### config.mk
export PLATFORM = sky130hd
export DESIGN_NAME = speed_stats
export DESIGN_NICKNAME = d
export VERILOG_FILES = /design/src/rtl/speed_stats.sv
export SDC_FILE = /design/constraint.sdc
export NUM_CORES = 1
export LEC_CHECK = 0
export BUFFER_PORTS_ARGS = -buffer_cell sky130_fd_sc_hd__buf_2
export CELL_PAD_IN_SITES_DETAIL_PLACEMENT = 1
export CELL_PAD_IN_SITES_GLOBAL_PLACEMENT = 1
export CORE_AREA = 2 2 144 146
export CTS_CLUSTER_SIZE = 28
export DETAILED_ROUTE_END_ITERATION = 10
export DIE_AREA = 0 0 146 148
export MAX_ROUTING_LAYER = met4
export PLACE_DENSITY_LB_ADDON = 0.1
export SLEW_MARGIN = 40
export SYNTH_ARGS = -nofsm -noshare
export SYNTH_HDL_FRONTEND = slang
export SYNTH_SLANG_ARGS = --single-unit
### constraint.sdc
create_clock -name clk -period 2.15 [get_ports clk]
set_input_delay 0.1075 -clock clk [delete_from_list [all_inputs] [get_ports clk]]
set_output_delay 0.1075 -clock clk [all_outputs]
set_load 0.1 [all_outputs]
### src/rtl/speed_stats.sv
// rtl/speed_stats.sv - running max/min/average statistics over a speed sample stream
//
// Purpose: tracks the largest accepted sample, the smallest accepted nonzero
// sample, and the truncated mean of the counted (nonzero) samples. The mean is
// computed by a one-bit-per-cycle restoring divider that runs in the
// background; requests arriving while it is busy coalesce into one pending
// division.
//
// Ports:
//   clk          single clock, rising edge
//   r            synchronous active-high reset
//   sample_valid qualifies speed for one cycle
//   speed        unsigned speed sample (WIDTH bits)
//   pause        when high, samples are ignored (running division continues)
//   max_out      largest accepted sample
//   min_out      smallest accepted nonzero sample
//   avg_out      truncated mean of counted samples, saturated to WIDTH bits
//   avg_valid    one-cycle pulse when avg_out is updated
//   count_out    number of counted samples (saturates at all ones)
//   overflow     sticky flag, set when a sample arrives with the counter full

module speed_stats #(
  parameter int WIDTH     = 12,
  parameter int CNT_WIDTH = 16
) (
  input  logic                 clk,
  input  logic                 r,
  input  logic                 sample_valid,
  input  logic [WIDTH-1:0]     speed,
  input  logic                 pause,
  output logic [WIDTH-1:0]     max_out,
  output logic [WIDTH-1:0]     min_out,
  output logic [WIDTH-1:0]     avg_out,
  output logic                 avg_valid,
  output logic [CNT_WIDTH-1:0] count_out,
  output logic                 overflow
);

  localparam int ACC_WIDTH = WIDTH + CNT_WIDTH;
  localparam int BW        = $clog2(ACC_WIDTH);

  localparam logic [CNT_WIDTH-1:0] CNT_MAX  = {CNT_WIDTH{1'b1}};
  localparam logic [BW-1:0]        LAST_BIT = BW'(ACC_WIDTH - 1);

  typedef enum logic [1:0] {
    IDLE = 2'd0,
    DIV  = 2'd1,
    DONE = 2'd2
  } state_t;

  state_t                 state;
  logic [ACC_WIDTH-1:0]   sum;
  logic                   pend;

  // Divider datapath: dvd starts as the dividend and shifts quotient bits in
  // from the right, so after ACC_WIDTH steps it holds the quotient.
  logic [ACC_WIDTH-1:0]   dvd;
  logic [CNT_WIDTH-1:0]   dvs;
  logic [CNT_WIDTH-1:0]   rem;
  logic [BW-1:0]          bit_cnt;

  logic                   accept;
  logic                   nonzero;
  logic                   raise;
  logic                   consume;
  logic [CNT_WIDTH:0]     trial;
  logic [CNT_WIDTH:0]     diff;
  logic                   ge;
  logic [WIDTH-1:0]       quot_sat;

  always_comb begin
    accept  = sample_valid && !pause;
    nonzero = (speed != '0);
    raise   = accept && nonzero && (count_out != CNT_MAX);
    // A pending request is taken either from IDLE or straight out of DONE.
    consume = pend && ((state == IDLE) || (state == DONE));

    // Remainder is always below the divisor, so CNT_WIDTH+1 bits hold a trial.
    trial = {rem, dvd[ACC_WIDTH-1]};
    ge    = (trial >= {1'b0, dvs});
    diff  = trial - {1'b0, dvs};

    if (|dvd[ACC_WIDTH-1:WIDTH]) quot_sat = {WIDTH{1'b1}};
    else                         quot_sat = dvd[WIDTH-1:0];
  end

  always_ff @(posedge clk) begin
    if (r) begin
      max_out   <= '0;
      min_out   <= '0;
      avg_out   <= '0;
      avg_valid <= 1'b0;
      count_out <= '0;
      overflow  <= 1'b0;
      sum       <= '0;
      pend      <= 1'b0;
      state     <= IDLE;
      dvd       <= '0;
      dvs       <= '0;
      rem       <= '0;
      bit_cnt   <= '0;
    end else begin
      avg_valid <= 1'b0;

      if (accept) begin
        if (speed > max_out) max_out <= speed;
        if (nonzero) begin
          if ((count_out == '0) || (speed < min_out)) min_out <= speed;
          if (count_out != CNT_MAX) begin
            sum       <= sum + ACC_WIDTH'(speed);
            count_out <= count_out + CNT_WIDTH'(1);
          end else begin
            overflow <= 1'b1;
          end
        end
      end

      pend <= raise || (pend && !consume);

      // Snapshot uses the registered sum/count from before this edge.
      if (consume) begin
        dvd     <= sum;
        dvs     <= count_out;
        rem     <= '0;
        bit_cnt <= '0;
      end

      case (state)
        IDLE: begin
          if (pend) state <= DIV;
        end
        DIV: begin
          rem     <= ge ? diff[CNT_WIDTH-1:0] : trial[CNT_WIDTH-1:0];
          dvd     <= {dvd[ACC_WIDTH-2:0], ge};
          bit_cnt <= bit_cnt + BW'(1);
          if (bit_cnt == LAST_BIT) state <= DONE;
        end
        DONE: begin
          avg_out   <= quot_sat;
          avg_valid <= 1'b1;
          state     <= pend ? DIV : IDLE;
        end
        default: state <= IDLE;
      endcase
    end
  end

endmodule

==> metrics.md <==
| Metric | Value |
|---|---|
| Most frequent cells in the layout | nor2_1, nand2_1, dfxtp_1 |
| Sw power | 2.00 mW |
| Worst reg2reg path depth | 9 |
| CP Max Fanout | 6 |
| Remaining DRCs | 0 |
| CP required | 2.45 ns |
| Yosys cell types | 67 |
| Slew headroom | 60.7% |
| CP Launch Type | flip-flop |
| Vias per cell | between 5 and 6 |
| Total die area | 0.0216 mm² |
| Async set-reset flop share out of synthesis | 0% |
| Area Overhead vs Synth | 31.6% |
| Fin crit period | 2.26 ns |
| P_int | slightly below 5 mW |
| CP max stage delay | 0.36 ns |
| Initial antenna violation count | 0 |
| Largest net degree at the start of global routing | 120 |
| Met1 Usage GRT | 28.5% |
| Hold/Removal Path Class | in -> reg |
| Total Wirelength | between 20000 and 25000 µm |
| Outcome | complete, but fails checks |
| Setup CP Type | reg -> reg |
| Final Hold Slack | 0.0488 ns |
| Hold path depth | 3 |
| WL/cell | 17.6 µm |
| Power Dens Cells | 655 mW/mm² |
| Hold Violations, Final | 0 |
| Nets@finish | about 1200 |
| Most used DFF post-synth | dfxtp_1 |
| Synthesis Warnings | 0 |
| Final TNS setup | -1.22 ns |
| Std cell rows | 52 |
| Mapped Nets | 1029 |
| Share of total power in the clock network | 42.4% |
| Number of port buffers | 69 |
| Combinational power share | 15.7% |
| Die Y | 148 µm |
| Peak Freq | 443 MHz |
| Clock tree from TritonCTS | yes |
| Top Ports | 70 |
| Layout cells sized above 1 | approximately 30% |
| Die width | approximately 150 µm |
| #FFs+latches synth | 150 |
| Synthesized area | 0.00795 mm² |
| 1st-iter DRT viols | 288 |
| Slowest-stage cell, CP | fa_2 |
| EDFF count, synth | 0 |
| RD Place Congestion | 0.812 |
| Slew @ Worst Pin | about 0.59 ns |
| Clock Skew | approximately 0.018 ns |
| Total CTS buffers | 17 |
| Skew-Pair Late Insertion Delay | 0.44 ns |
| Syn_area_per_cell | 8.30 µm² |
| M3 GR Usage | 4.04% |
| First-pass GRT wire length | 39600 µm |
| Reg clk slew, reported paths | about 0.070 ns |
| Vias in the first global route | 7721 |
| Busiest grt layer | met2 |
| Final Cycle Share | 105% |
| GR Overflow Total | 0 |
| Crit path DAT | 2.56 ns |
| Static leakage | 4.24 nW |
| Flop pwr share | approximately two fifths |
| GR Util All Layers | 23.4% |
| Post-route ant nets | 0 |
| RSZ-0062 raised after global routing | true |
| Initial Utilization | 39.7% |
| HPWL after detailed placement | 16900 µm |
| Most common cell after layout, fill and taps aside | nor2_1 |
| Clock H-tree levels | 4 |
| Final WS setup | -0.109 ns |
| Tot Pwr | a little under 7 mW |
| Switching part of the total power | 29.2% |
| # diodes | 0 |
| Post-route cell area | 0.0105 mm² |
| Final setup fails | 29 |
| Placed instance area | between 0.009 and 0.01 mm² |
| Crit end category | flip-flop |
| Peak supply drop | between 0.0004 and 0.0005 V |
| Max_cap viols | 0 |
| Fin. max-slew vios | 0 |
| # fillers | 2431 |
| CORE AREA | 0.0200 mm² |
| Clock sink count | 150 |
| CTS max path bufs | 2 |
| DRT Pass-1 Iters | 5 |
| Root buffer cell | clkbuf_16 |
| Critical Path, Cell by Cell | ha_4, fa_2, a211oi_4, o211ai_1, a311oi_2, nor3_4, nand4_1, xor2_1, nor2_1 |
| Dpl ws | -0.149 ns |
| DR vias | 7478 |
| Met2 Usage GRT | around two fifths |
| Failing checks | negative setup slack |
| Syn Inst Count | 957 |
| Seq/Total Area, Yosys | roughly 38% |
cell usage after synthesis (all sizes together) (10+ instances only):
cell	count	area, µm²
clkbuf	32	121
a21oi	93	469
nand2b	11	68.8
nand4	16	106
a21o	12	90.1
nand3	23	120
xor2	20	175
nor4	12	96.3
a22oi	30	225
o21ai	36	188
nor2	114	428
dfxtp	150	3000
mux2i	36	360
inv	48	180
buf	12	75.1
xnor2	23	201
ha	54	676
and3	10	67.6
nor3	27	140
nand2	113	424
layer usage:
metal | up-vias | wire length [µm] | share of wire, %
met4 | 0 | 269 | 1.1
met5 | - | 0 | 0
met3 | 14 | 533 | 2.2
li1 | 3675 | - | -
met2 | 73 | 12500 | 51
met1 | 3716 | 11200 | 46
final timing paths:
check                to      from  slack (ns)
min reg2reg      dvs[3]    dvs[3]        0.46
min          max_out[5]  speed[5]        0.05
max reg2reg     sum[18]    sum[0]       -0.11
max             sum[18]    sum[0]       -0.11
what timing repair did:
action / in CTS / in global routing
setup buffers: 13 / 5
hold buffers: 3 / 0
endpoints found under the hold margin: 3 / 0
resized for setup: 54 / 43
pin swaps: 27 / 35
endpoints found under the setup margin: 44 / 56
gates cloned: 2 / 2
kinds of logic after synthesis:
kind of cell             after synthesis  share of synthesized area (%)
flip-flops                           150                           37.8
buffers and inverters                 92                           4.74
multiplexers                          39                           4.96
AO/OA/AOI/OAI                        217                           17.5
AND/OR/NAND/NOR                      360                           21.2
adder cells (fa/ha/maj)               56                           9.01
XOR/XNOR                              43                           4.74
worst max-delay path: cells and delay by family, from the launching register on:
family	cells	cell delay [ns]
AOI/OAI and AO/OA	3	0.81
adders and majority gates	2	0.52
DFF	1	0.33
and+or+nand+nor	3	0.31
xor gates and xnor gates	1	0.15
metrics by stage:
step / utilization [%] / cells
6_report: 52.2 / 1395
5_1_grt: 52.2 / 1395
4_1_cts: 51.2 / 1391
3_5_place_dp: 46.6 / 1344
3_3_place_gp: 46.6 / 1344
2_1_floorplan: - / 957
registers in the layout (all words and copies together), names as in the netlist:
register / cells
overflow: 1
rem: 16
state: 2
max_out: 12
count_out: 16
sum: 28
dvs: 16
bit_cnt: 5
avg_out: 12
min_out: 12
avg_valid: 1
dvd: 28
pend: 1
area by class of cell:
| class | count | area, µm² | area share (%) |
|---|---|---|---|
| Timing Repair Buffer | 180 | 1320 | 12.6 |
| Clock inverter | 14 | 124 | 1.18 |
| Inverter | 48 | 180 | 1.72 |
| Sequential cell | 150 | 3120 | 29.9 |
| Clock buffer | 18 | 439 | 4.20 |
| Tap cell | 270 | 338 | 3.23 |
| Multi-Input combinational cell | 715 | 4930 | 47.2 |
power by group through the flow:
stage	sequential (mW)	combinational [mW]	clock [mW]
2_1_floorplan	3.10	0.474	0
3_3_place_gp	2.93	0.960	0
3_5_place_dp	2.93	0.980	0
4_1_cts	2.87	1.04	2.99
5_1_grt	2.87	1.17	3.11
6_report	2.87	1.08	2.91
No activity file was read; power rests on OpenSTA's default activity.
